**config.mk**
```make
export PLATFORM = sky130hd
export DESIGN_NAME = id_stage
export DESIGN_NICKNAME = d
export VERILOG_FILES = /design/src/rtl/id_stage.sv
export SDC_FILE = /design/constraint.sdc
export NUM_CORES = 1
export LEC_CHECK = 0
export BUFFER_PORTS_ARGS = -buffer_cell sky130_fd_sc_hd__buf_2
export CORE_ASPECT_RATIO = 0.75
export CORE_MARGIN = 1
export CORE_UTILIZATION = 30
export CTS_BUF_LIST = sky130_fd_sc_hd__clkbuf_2 sky130_fd_sc_hd__clkbuf_4 sky130_fd_sc_hd__clkbuf_8
export CTS_CLUSTER_DIAMETER = 50
export CTS_CLUSTER_SIZE = 28
export DETAILED_ROUTE_END_ITERATION = 7
export GPL_TIMING_DRIVEN = 1
export PLACE_DENSITY = 0.47
export SLEW_MARGIN = 20
export SYNTH_ARGS = -nofsm -noshare
export SYNTH_HDL_FRONTEND = slang
export SYNTH_SLANG_ARGS = --single-unit
```
**constraint.sdc**
```tcl
create_clock -name clock -period 3.8 [get_ports clock]
set_input_delay 0.76 -clock clock [delete_from_list [all_inputs] [get_ports clock]]
set_output_delay 0.76 -clock clock [all_outputs]
set_load 0.01 [all_outputs]
```
**src/rtl/id_stage.sv**
```systemverilog
// id_stage: decode / operand-read stage of the 16-bit five-stage pipeline.
// Owns the 8x16 general register file, writes it from WB, forwards
// in-flight results from EX, MEM and WB, and registers ex_ir, reg_A,
// reg_B and smdr for the execute stage.
// Optional build macro: ID_DEBUG_PORT_EN adds select_y / y, an
// unforwarded combinational view of one register for the board display.
module id_stage #(
  parameter int NREG = 8,
  parameter int DW   = 16
) (
  input  logic          clock,
  input  logic          reset,
  input  logic          state,
  input  logic [DW-1:0] id_ir,
  input  logic [DW-1:0] ex_result,
  input  logic [DW-1:0] mem_ir,
  input  logic [DW-1:0] reg_C,
  input  logic [DW-1:0] wb_ir,
  input  logic [DW-1:0] reg_C1,
`ifdef ID_DEBUG_PORT_EN
  input  logic [2:0]    select_y,
  output logic [DW-1:0] y,
`endif
  output logic [DW-1:0] ex_ir,
  output logic [DW-1:0] reg_A,
  output logic [DW-1:0] reg_B,
  output logic [DW-1:0] smdr
);

  // CPU run state that lets the pipeline advance
  localparam logic EXEC = 1'b1;

  // Opcode map of the instruction set
  localparam logic [4:0] OP_NOP   = 5'b00000;
  localparam logic [4:0] OP_HALT  = 5'b00001;
  localparam logic [4:0] OP_LOAD  = 5'b00010;
  localparam logic [4:0] OP_STORE = 5'b00011;
  localparam logic [4:0] OP_SLL   = 5'b00100;
  localparam logic [4:0] OP_SLA   = 5'b00101;
  localparam logic [4:0] OP_SRL   = 5'b00110;
  localparam logic [4:0] OP_SRA   = 5'b00111;
  localparam logic [4:0] OP_ADD   = 5'b01000;
  localparam logic [4:0] OP_ADDI  = 5'b01001;
  localparam logic [4:0] OP_SUB   = 5'b01010;
  localparam logic [4:0] OP_SUBI  = 5'b01011;
  localparam logic [4:0] OP_CMP   = 5'b01100;
  localparam logic [4:0] OP_AND   = 5'b01101;
  localparam logic [4:0] OP_OR    = 5'b01110;
  localparam logic [4:0] OP_XOR   = 5'b01111;
  localparam logic [4:0] OP_LDIH  = 5'b10000;
  localparam logic [4:0] OP_ADDC  = 5'b10001;
  localparam logic [4:0] OP_SUBC  = 5'b10010;
  localparam logic [4:0] OP_JUMP  = 5'b11000;
  localparam logic [4:0] OP_JMPR  = 5'b11001;
  localparam logic [4:0] OP_BZ    = 5'b11010;
  localparam logic [4:0] OP_BNZ   = 5'b11011;
  localparam logic [4:0] OP_BN    = 5'b11100;
  localparam logic [4:0] OP_BNN   = 5'b11101;
  localparam logic [4:0] OP_BC    = 5'b11110;
  localparam logic [4:0] OP_BNC   = 5'b11111;

  // True when the instruction writes its r1 field back to the register file
  function automatic logic writes_reg(input logic [4:0] op);
    logic w;
    w = 1'b0;
    case (op)
      OP_LOAD, OP_LDIH,
      OP_ADD, OP_ADDI, OP_ADDC,
      OP_SUB, OP_SUBI, OP_SUBC,
      OP_AND, OP_OR, OP_XOR,
      OP_SLL, OP_SRL, OP_SLA, OP_SRA: w = 1'b1;
      default:                        w = 1'b0;
    endcase
    return w;
  endfunction

  logic [DW-1:0] gr [NREG];

  logic [4:0]    id_op;
  logic [2:0]    id_r1, id_r2, id_r3;
  logic [DW-1:0] val3_ext, imm8_ext, imm8_hi;

  logic          ex_wr, mem_wr, wb_wr;
  logic [2:0]    rd_idx [3];
  logic [DW-1:0] rd_val [3];

  logic [DW-1:0] nxt_a, nxt_b, nxt_smdr;

  // Only the opcode and destination fields of MEM/WB instructions matter here
  logic          unused_bits;
  assign unused_bits = ^{mem_ir[7:0], wb_ir[7:0]};

  assign id_op = id_ir[15:11];
  assign id_r1 = id_ir[10:8];
  assign id_r2 = id_ir[6:4];
  assign id_r3 = id_ir[2:0];

  assign val3_ext = {{(DW-4){1'b0}}, id_ir[3:0]};
  assign imm8_ext = {{(DW-8){1'b0}}, id_ir[7:0]};
  assign imm8_hi  = {id_ir[7:0], {(DW-8){1'b0}}};

  // A LOAD in EX has no data yet; fetch already bubbled the dependent op,
  // so it must never be forwarded from ex_result.
  assign ex_wr  = writes_reg(ex_ir[15:11]) && (ex_ir[15:11] != OP_LOAD);
  assign mem_wr = writes_reg(mem_ir[15:11]);
  assign wb_wr  = writes_reg(wb_ir[15:11]);

  // Three read ports: 0 = r2 (or r1 for immediate forms), 1 = r3, 2 = r1
  always_comb begin
    rd_idx[0] = id_r2;
    rd_idx[1] = id_r3;
    rd_idx[2] = id_r1;
    case (id_op)
      OP_ADDI, OP_SUBI, OP_JMPR, OP_LDIH,
      OP_BZ, OP_BNZ, OP_BN, OP_BNN, OP_BC, OP_BNC: rd_idx[0] = id_r1;
      default:                                     rd_idx[0] = id_r2;
    endcase
  end

  // Forwarding mux per port: later assignments win, giving EX > MEM > WB > file.
  // The WB leg also covers a register written and read on the same edge.
  always_comb begin
    for (int p = 0; p < 3; p++) begin
      rd_val[p] = gr[rd_idx[p]];
      if (wb_wr  && (wb_ir[10:8]  == rd_idx[p])) rd_val[p] = reg_C1;
      if (mem_wr && (mem_ir[10:8] == rd_idx[p])) rd_val[p] = reg_C;
      if (ex_wr  && (ex_ir[10:8]  == rd_idx[p])) rd_val[p] = ex_result;
    end
  end

  // Operand selection by opcode; a bubble (all-zero word) decodes as NOP
  always_comb begin
    nxt_a    = '0;
    nxt_b    = '0;
    nxt_smdr = '0;
    case (id_op)
      OP_ADD, OP_ADDC, OP_SUB, OP_SUBC,
      OP_CMP, OP_AND, OP_OR, OP_XOR: begin
        nxt_a = rd_val[0];
        nxt_b = rd_val[1];
      end
      OP_SLL, OP_SRL, OP_SLA, OP_SRA, OP_LOAD: begin
        nxt_a = rd_val[0];
        nxt_b = val3_ext;
      end
      OP_STORE: begin
        nxt_a    = rd_val[0];
        nxt_b    = val3_ext;
        nxt_smdr = rd_val[2];
      end
      OP_ADDI, OP_SUBI, OP_JMPR,
      OP_BZ, OP_BNZ, OP_BN, OP_BNN, OP_BC, OP_BNC: begin
        nxt_a = rd_val[0];
        nxt_b = imm8_ext;
      end
      OP_LDIH: begin
        nxt_a = rd_val[0];
        nxt_b = imm8_hi;
      end
      OP_JUMP, OP_NOP, OP_HALT: begin
        nxt_a = '0;
        nxt_b = '0;
      end
      default: begin
        nxt_a = '0;
        nxt_b = '0;
      end
    endcase
  end

  // Pipeline register toward EX; holds whenever the CPU is not running
  always_ff @(posedge clock or negedge reset) begin
    if (!reset) begin
      ex_ir <= '0;
      reg_A <= '0;
      reg_B <= '0;
      smdr  <= '0;
    end else if (state == EXEC) begin
      ex_ir <= id_ir;
      reg_A <= nxt_a;
      reg_B <= nxt_b;
      smdr  <= nxt_smdr;
    end
  end

  // Register file write port driven by writeback
  always_ff @(posedge clock or negedge reset) begin
    if (!reset) begin
      for (int i = 0; i < NREG; i++) gr[i] <= '0;
    end else if ((state == EXEC) && wb_wr) begin
      gr[wb_ir[10:8]] <= reg_C1;
    end
  end

`ifdef ID_DEBUG_PORT_EN
  // Raw file contents for the board display, deliberately unforwarded
  assign y = gr[select_y];
`endif

endmodule

```
==> results of run 1 <==
Yosys cell counts (all sizes together), types with 2 or more instances:
cell    instances
nor2b          20
nand2b          7
and3            2
o221ai          2
a22oi          32
o211ai         19
clkbuf         67
o21ai          40
and3b           2
buf            38
a211oi         15
or3             2
or2             2
a41oi          16
mux2          202
nor3b           3
nand3           2
a21o           15
o31ai          16
nor4            3
mux2i         101
and2            2
a221o          16
or4             4
dfrtp         192
nand2           9
nor4b          17
xor2           22
o22ai           3
inv             9
a21oi          37
nor3           20
mux4           64
nor2           40
power by group through the flow:
stage / Combinational [mW] / Clock [mW] / Sequential (mW)
detailed placement: 2.42 / 0 / 2.96
finish: 2.42 / 1.53 / 2.93
CTS: 2.43 / 1.57 / 2.92
global placement: 2.40 / 0 / 2.94
global route: 2.61 / 1.65 / 3.01
floorplan: 1.65 / 0 / 2.88
state kept, by name, indices dropped and copies added (netlist names):
register and flops:
ex_ir 16, gr 128, reg_B 16, reg_A 16, smdr 16
cell families (layout without fill, tap and decap cells):
group / count (synthesis) / after routing / synth area share [%]
simple gates: 140 / 140 / 6.51
other cells: 0 / 3 / 0
compound gates: 217 / 217 / 12.1
flops: 192 / 192 / 38.2
buf+inv: 114 / 243 / 3.76
mux: 367 / 367 / 37.7
xor+xnor: 23 / 23 / 1.72
per-layer routing:
metal,part of all wire (%),vias to the layer above,routed length (um)
met2,44,297,19200
li1,-,4337,-
met4,1.3,0,572
met3,5.6,30,2420
met1,49,5153,20900
met5,0,-,0
through the flow:
stage	cells	hold WS, ns
after CTS	1743	0.231
after floorplan	1053	0.464
after global placement	1711	0.463
final	1746	0.224
after detailed placement	1711	0.467
after global routing	1743	0.223
cells in the final DEF, fill, tap and decap left out, types with 28 or more instances in the layout:
cell / instances
sky130_fd_sc_hd__mux2_2: 202
sky130_fd_sc_hd__mux4_2: 64
sky130_fd_sc_hd__nor2_1: 39
sky130_fd_sc_hd__o21ai_0: 28
sky130_fd_sc_hd__dfrtp_1: 192
sky130_fd_sc_hd__a22oi_1: 32
sky130_fd_sc_hd__buf_4: 44
sky130_fd_sc_hd__buf_2: 145
sky130_fd_sc_hd__a21oi_1: 37
sky130_fd_sc_hd__mux2i_1: 98
final cells by class:
type	instances	area, um2
clock buffer	21	283
multi-input combinational	747	7360
tap	561	702
inverter	9	33.8
sequential	192	4800
timing repair buffer	202	1310
antenna	3	7.51
clock inverter	11	144
fill	4040	26400
worst register-to-register path, stage by stage (launching register included):
cell and delay [ns]:
sky130_fd_sc_hd__dfrtp_1 0.41, sky130_fd_sc_hd__nor2_1 0.06, sky130_fd_sc_hd__a21oi_1 0.17, sky130_fd_sc_hd__o221ai_2 0.12, sky130_fd_sc_hd__buf_4 0.22, sky130_fd_sc_hd__or4_1 1.01, sky130_fd_sc_hd__o21ai_0 0.40, sky130_fd_sc_hd__a21oi_1 0.07
sky130_fd_sc_hd__a21o_1 0.20
path summary, 6_finish.rpt:
check                                from   endpoint  slack (ns)  cells past startpoint
worst max-delay path            id_ir[12]  reg_A[15]        0.72                      9
worst max register to register  ex_ir[11]    smdr[9]        1.04                      8
worst min-delay path                reset     gr[80]        0.22                      1
max in group asynchronous           reset     gr[50]        2.66                      2
min in group clock                smdr[3]    smdr[3]        0.49                      1
worst min register to register    smdr[3]    smdr[3]        0.49                      1
==> results summary, run 1 <==
Once the clock tree was built, the resizer swapped 0 gates to a different size. The cell count after synthesis came out at 1053. For this run, the leading register cell type out of synthesis is sky130_fd_sc_hd__dfrtp_1. The first routing iteration left 953 violations.

The max-slew violation total from the final report was 0. The fraction of synthesized cell area taken by the top area cell type is 38.2%. Traced cell by cell, the critical path runs through buf_2 -> or4b_4 -> o221ai_4 -> mux2i_4 -> buf_12 -> o22ai_2 -> or3_1 -> o211ai_1 -> o21ai_0.

Timing would allow up to 324 MHz. The arrival time of the worst setup path is 3.47 ns. Setup violations remaining at the end of the flow were counted as 0. The critical path is of the in2reg type.

The final routed DRC violation total is 0. The clock tree from TritonCTS is built. At the later pin of the worst-skew pair, clock insertion delay measures 0.52 ns. The leading area contributor after synthesis is sky130_fd_sc_hd__dfrtp_1. The overall die area came out at 0.0427 mm2. The combined area of all synthesized cells came out at 0.0126 mm2. The detailed-route wire length came out at 43100 um.

The internal power of the cells totals 4.48 mW. The per-cell routed wire length came out at 24.7 um. The power per cell area came out at 469 mW/mm2.

The total via count after detailed routing is 9817. The global routing met1 resource utilization came out at 30.2%. The number of buffers inserted for hold repair after clock tree synthesis came out at 0. The number of antenna violations at the first check in global routing is 2. In this run the tightest slew margin relative to its limit is 32.8%.

In this run, synthesis produced a sequential element count of 192. The per-cell via count in the routed design is 5.62. The met3 routing resource usage after global routing came out at 3.97%. Cells fill 35.6% of the core in the end. The worst clock skew came out at 0.0135 ns.

For this run, the register share of the synthesized area comes to 38.2%. The count of cell types in the netlist is 58. The number of placement rows is 64. The number of buffers and inverters on the critical path came out at 2. Summed over all nets, the half-perimeter wirelength after detailed placement is 29900 um. The post-route worst setup slack came out at 0.716 ns. The number of setup buffers added after CTS is 0.

The peak per-stage delay on the critical path came out at 0.67 ns. The switching portion of total power came out at 34.8%. Of the available clock period, the critical path in the final layout requires 81.2%. The worst hold path class is in2async. The top fanout value on the critical path came out at 19. STA classifies the critical path endpoint as a flip-flop. The number of buffers inserted by port buffering is 146. The fraction of final layout cells sized beyond drive strength 1 is 43.8%.

The share of flip-flops with an asynchronous set or reset after synthesis came out at 100%. The core area came out at 0.0411 mm2. The hold violation total from the final report is 0. The shortest period the worst path allows is 3.08 ns. The number of iterations in the first detailed-routing pass is 5.

The remaining global-route overflow came out at 0. The global-route wire length before repair is 64000 um. Global routing consumed, over all layers together, 20.4% of the routing resources. The final layout contains 1268 nets.

The run finished with clean final reports. The number of max-cap violations is 0. The via count of the first global-routing pass is 9564. The share of total power in sequential cells came out at 42.6%.

The layout-stage area growth over the synthesis result came out at 16.4%. The cell at the root of the clock tree is sky130_fd_sc_hd__clkbuf_8. The number of buffers created by CTS is 17.

For met2 alone, demand over resource in global routing was 30.5%. The worst setup path is launched from a primary input. CTS saw 192 sinks.

Timing analysis after detailed placement gives a worst setup slack of 0.201 ns. The number of synthesized flops with an enable pin is 0. The leakage power summed over all cells came out at 6.47 nW.

The horizontal die dimension came out at 238 um. The largest net degree at the start of global routing came out at 70. The required time of the critical path is 4.18 ns. Combinational logic burns 35.2% of the power.

The residual antenna-violating net count after detailed routing came out at 0. At the pin with the least slew margin, the transition time is 1.01 ns. The slowest stage of the critical path belongs to the cell sky130_fd_sc_hd__or3_1. The total of warnings raised by yosys is 0.

The number of nets in the synthesized netlist is 1152. Setup repair after global routing left no endpoint under its margin. The area of placed instances is 0.0142 mm2. IR analysis of the VDD net gives a maximum drop of 248 uV.

The starting density of the core came out at 30.6%. The H-tree generated during clock tree synthesis spans 4 levels. The post-CTS clock slew at the launch and capture registers of the worst setup and hold paths came out at 0.11 ns. In this run the most used layer during global routing was met2. The category of cells accounting for the largest share of critical-path delay is simple AND/OR/NAND/NOR gates.

The post-route setup TNS came out at 0 ns. The proportion of power drawn by the clock network came out at 22.2%. The count of boundary I/O pins is 163. The finished cells cover 0.0146 mm2. The switching power is 2.39 mW. The buffer levels on the longest clock path is 2. The placer's final routability congestion estimate is 0.838. The power after layout came out at 6.87 mW. By area the synthesized netlist is led by sky130_fd_sc_hd__dfrtp_1, sky130_fd_sc_hd__mux2_2, sky130_fd_sc_hd__mux4_2. The synthesized area per cell came out at 11.9 um2.

Measured along the y axis, the die boundary spans 179 um.
Note: power is estimated with default switching activity, not from simulation.
==> inputs of run 2 (changes only) <==
--- a/config.mk
+++ b/config.mk
@@ -14,7 +14,7 @@
 export CTS_CLUSTER_SIZE = 28
 export DETAILED_ROUTE_END_ITERATION = 7
 export GPL_TIMING_DRIVEN = 1
-export PLACE_DENSITY = 0.47
+export PLACE_DENSITY = 0.49
 export SLEW_MARGIN = 20
 export SYNTH_ARGS = -nofsm -noshare
 export SYNTH_HDL_FRONTEND = slang
==> constraint.sdc (replaced) <==
create_clock -name clock -period 2.6 [get_ports clock]
set_input_delay 0.52 -clock clock [delete_from_list [all_inputs] [get_ports clock]]
set_output_delay 0.52 -clock clock [all_outputs]
set_load 0.01 [all_outputs]
==> run 2 against run 1 <==
Compared with the run above: via count increased by 2.4%; sequential cell count unchanged; critical endpoint is now reg_A[6]; sequential share of layout area decreased by 1.9 points; final cell count grew 3.7%; core utilization up 2.2 points; clock skew increased by 0.0026 ns; final area rose by 6.1%; total power up 48%.
==> results summary, run 2 (synthesis gave the netlist of run 1 again) <==
The post-CTS clock slew at the launch and capture registers of the worst setup and hold paths is 0.11 ns (about the same). The worst-path cell with the longest stage delay was sky130_fd_sc_hd__and4b_1 (was sky130_fd_sc_hd__or3_1). The final routed DRC violation total came out at 0 (unchanged). The routed design could run at a clock period as short as 2.54 ns. The overall die area came out at 0.0427 mm2 (unchanged). The leakage power summed over all cells was 6.91 nW (was 6.47 nW). The maximum operating frequency is 393 MHz. The area of placed instances came out at 0.0151 mm2 (was 0.0142 mm2).

The most frequent standard cell in the layout excluding fill and tap cells was sky130_fd_sc_hd__mux2_2 (unchanged). The remaining global-route overflow is 0 (unchanged). The power after layout is 10.2 mW (was 6.87 mW). The total via count after detailed routing came to 10055 (was 9817). The layout-stage area growth over the synthesis result was 23.5% (was 16.4%). The horizontal die dimension is 238 um (unchanged). The post-route setup TNS is 0 ns (unchanged).

The cell at the root of the clock tree was sky130_fd_sc_hd__clkbuf_8 (unchanged). The max-slew violation total from the final report came out at 0 (unchanged). The number of iterations in the first detailed-routing pass is 5 (unchanged).

Cells along the critical path: buf_2 -> or4b_4 -> o221ai_4 -> buf_12 -> mux2i_4 -> xor2_2 -> and4b_1 -> buf_4 -> o31ai_1 -> o21ai_1 (was buf_2 -> or4b_4 -> o221ai_4 -> mux2i_4 -> buf_12 -> o22ai_2 -> or3_1 -> o211ai_1 -> o21ai_0). The number of buffers inserted by port buffering was 146 (unchanged). The worst hold slack after final layout came out at 0.284 ns (was 0.224 ns). The violation count after the first detailed-route iteration came out at 834 (was 953). The global-route wire length before repair came out at 66400 um (was 64000 um). The starting density of the core was 30.6% (unchanged). The switching portion of total power came out at 34.9% (was 34.8%). The category of cells accounting for the largest share of critical-path delay is simple AND/OR/NAND/NOR gates (unchanged). The number of sinks handled by clock tree synthesis came out at 192 (unchanged).

RSZ-0062 raised after global routing: no (unchanged). The core area is 0.0411 mm2 (unchanged). The placer's final routability congestion estimate came out at 0.832 (was 0.838). The sort of element at the end of the critical path is a flip-flop (unchanged). The number of buffers and inverters on the critical path came out at 3 (was 2).

The proportion of power drawn by the clock network came out at 20.6% (was 22.2%). The fraction of final layout cells sized beyond drive strength 1 was 47.0% (was 43.8%). The chip height came to 179 um (unchanged). The type of the worst setup path is in2reg (unchanged).

The residual antenna-violating net count after detailed routing is 0 (unchanged). The share of total power in sequential cells came to 42.2% (was 42.6%). The internal power consumption is 6.62 mW (was 4.48 mW). The per-cell routed wire length came out at 24.8 um (was 24.7 um). The number of placement rows is 64 (unchanged). The via count of the first global-routing pass came out at 10087 (was 9564). The register containing the most flip-flops in the final layout was gr (unchanged). The portion of total power attributed to combinational logic came out at 37.2% (was 35.2%). The switching power is 3.54 mW (was 2.39 mW). The total number of nets in the final design is 1335 (was 1268). The total setup violations reported at the end of the flow came out at 0 (unchanged). The count of boundary I/O pins is 163 (unchanged).

The worst slew margin relative to its limit is 57.3% (was 32.8%). The number of flip-flops under the largest register name is 128 (unchanged). The highest ir drop seen on vdd is 410 uV (was 248 uV). The number of buffers created by CTS is 17 (unchanged). The arrival time of the worst setup path is 3.00 ns (was 3.47 ns).

The peak per-stage delay on the critical path came out at 0.62 ns (was 0.67 ns). The hold violation total from the final report came out at 0 (unchanged). The required time of the critical path came out at 3.06 ns (was 4.18 ns). The register-to-register path setup slack came out at 0.21 ns (was 1.04 ns). The power per cell area came out at 654 mW/mm2 (was 469 mW/mm2). The worst clock skew is 0.0160 ns (was 0.0135 ns). The type of element launching the critical path is a primary input (unchanged).

Status: finished clean (unchanged). Commonest non-fill, non-tap cells in the layout: sky130_fd_sc_hd__mux2_2, sky130_fd_sc_hd__dfrtp_1, sky130_fd_sc_hd__buf_2, sky130_fd_sc_hd__mux2i_1, sky130_fd_sc_hd__buf_4 (was sky130_fd_sc_hd__mux2_2, sky130_fd_sc_hd__dfrtp_1, sky130_fd_sc_hd__buf_2, sky130_fd_sc_hd__mux2i_1, sky130_fd_sc_hd__mux4_2). The sum of net half-perimeters after detailed placement came out at 32400 um (was 29900 um). The global-route usage over all layers came to 21.4% (was 20.4%). The clock tree from TritonCTS is built (unchanged). The largest net degree at the start of global routing is 65 (was 70). The buffer levels on the longest clock path came to 2 (unchanged). The number of max-cap violations was 0 (unchanged).

The number of antenna violations at the first check in global routing is 1 (was 2). The H-tree depth came out at 4 (unchanged). The cell area after layout is 0.0155 mm2 (was 0.0146 mm2). The transition time of the tightest slew-check pin is 0.641 ns (was 1.01 ns). The top fanout value on the critical path came out at 10 (was 19).

The detailed-route wire length came out at 44900 um (was 43100 um). The per-cell via count in the routed design is 5.55 (was 5.62). The clock latency on the worst-skew pair came out at 0.53 ns (was 0.52 ns).

The post-route fraction of the period consumed by the critical path came out at 97.8%. The worst hold path class is in2reg (was in2async). The post-CTS setup buffer count is 0 (unchanged).
## run 2: cell count changes in the layout (fill, tap and decap cells not counted), moves of 2 or more
| cell | before | now |
|---|---|---|
| sky130_fd_sc_hd__buf_4 | 44 | 79 |
| sky130_fd_sc_hd__o21ai_1 | 12 | 17 |
| sky130_fd_sc_hd__xor2_2 | 1 | 3 |
| sky130_fd_sc_hd__xor2_1 | 21 | 19 |
| sky130_fd_sc_hd__buf_12 | 12 | 42 |
| sky130_fd_sc_hd__mux2i_2 | 2 | 0 |
| sky130_fd_sc_hd__diode_2 | 3 | 1 |
| sky130_fd_sc_hd__clkinv_2 | 0 | 3 |
| sky130_fd_sc_hd__o21ai_0 | 28 | 23 |
| sky130_fd_sc_hd__mux2i_4 | 1 | 3 |
## run 2: what timing repair did
| action | 4_1_cts | 5_1_grt |
|---|---|---|
| resized for setup | 0 | 2 |
| hold endpoints to repair | 23 | 0 |
| endpoints found under the setup margin | 0 | 6 |
| hold buffers | 1 | 0 |
## run 2: power by group through the flow
| stage | clock (mW) | sequential (mW) | combinational (mW) |
|---|---|---|---|
| 6_report | 2.09 | 4.29 | 3.78 |
| 5_1_grt | 2.27 | 4.41 | 4.07 |
| 4_1_cts | 2.16 | 4.28 | 3.79 |
| 3_5_place_dp | 0 | 4.34 | 3.77 |
| 3_3_place_gp | 0 | 4.31 | 3.73 |
| 2_1_floorplan | 0 | 4.21 | 2.46 |
## run 2: layer usage
metal,global-route usage (%),vias up,wire length (um)
met4,5.18,0,777
met5,0,-,0
met3,4.57,48,2210
met2,31.6,277,19900
met1,31.5,5264,21900
li1,-,4466,-
## run 2: metrics by stage
step / utilization (%) / setup WS (ns) / instances
after floorplan: - / -0.306 / 1053
after global placement: 36.8 / -0.538 / 1777
after detailed placement: 36.8 / -0.532 / 1777
after CTS: 37.8 / 0.0463 / 1810
after global routing: 37.8 / 0.00394 / 1810
final: 37.8 / 0.0571 / 1811
## run 2: worst paths after layout
| kind | start | to | cells after the start |
|---|---|---|---|
| max | id_ir[12] | reg_A[6] | 10 |
| min | id_ir[7] | reg_B[7] | 2 |
| max reg2reg | ex_ir[12] | reg_B[3] | 7 |
| min reg2reg | smdr[4] | smdr[4] | 1 |
| max in group asynchronous | reset | reg_B[13] | 3 |
| min in group asynchronous | reset | gr[112] | 2 |
## run 2: area by class of cell
cell class	count	area [um2]
Tap cell	561	702
Clock buffer	20	275
Clock inverter	12	120
Multi-Input combinational cell	747	7400
Sequential cell	192	4800
Antenna cell	1	2.50
Timing Repair Buffer	269	2190
Inverter	9	33.8
Fill cell	3965	25500
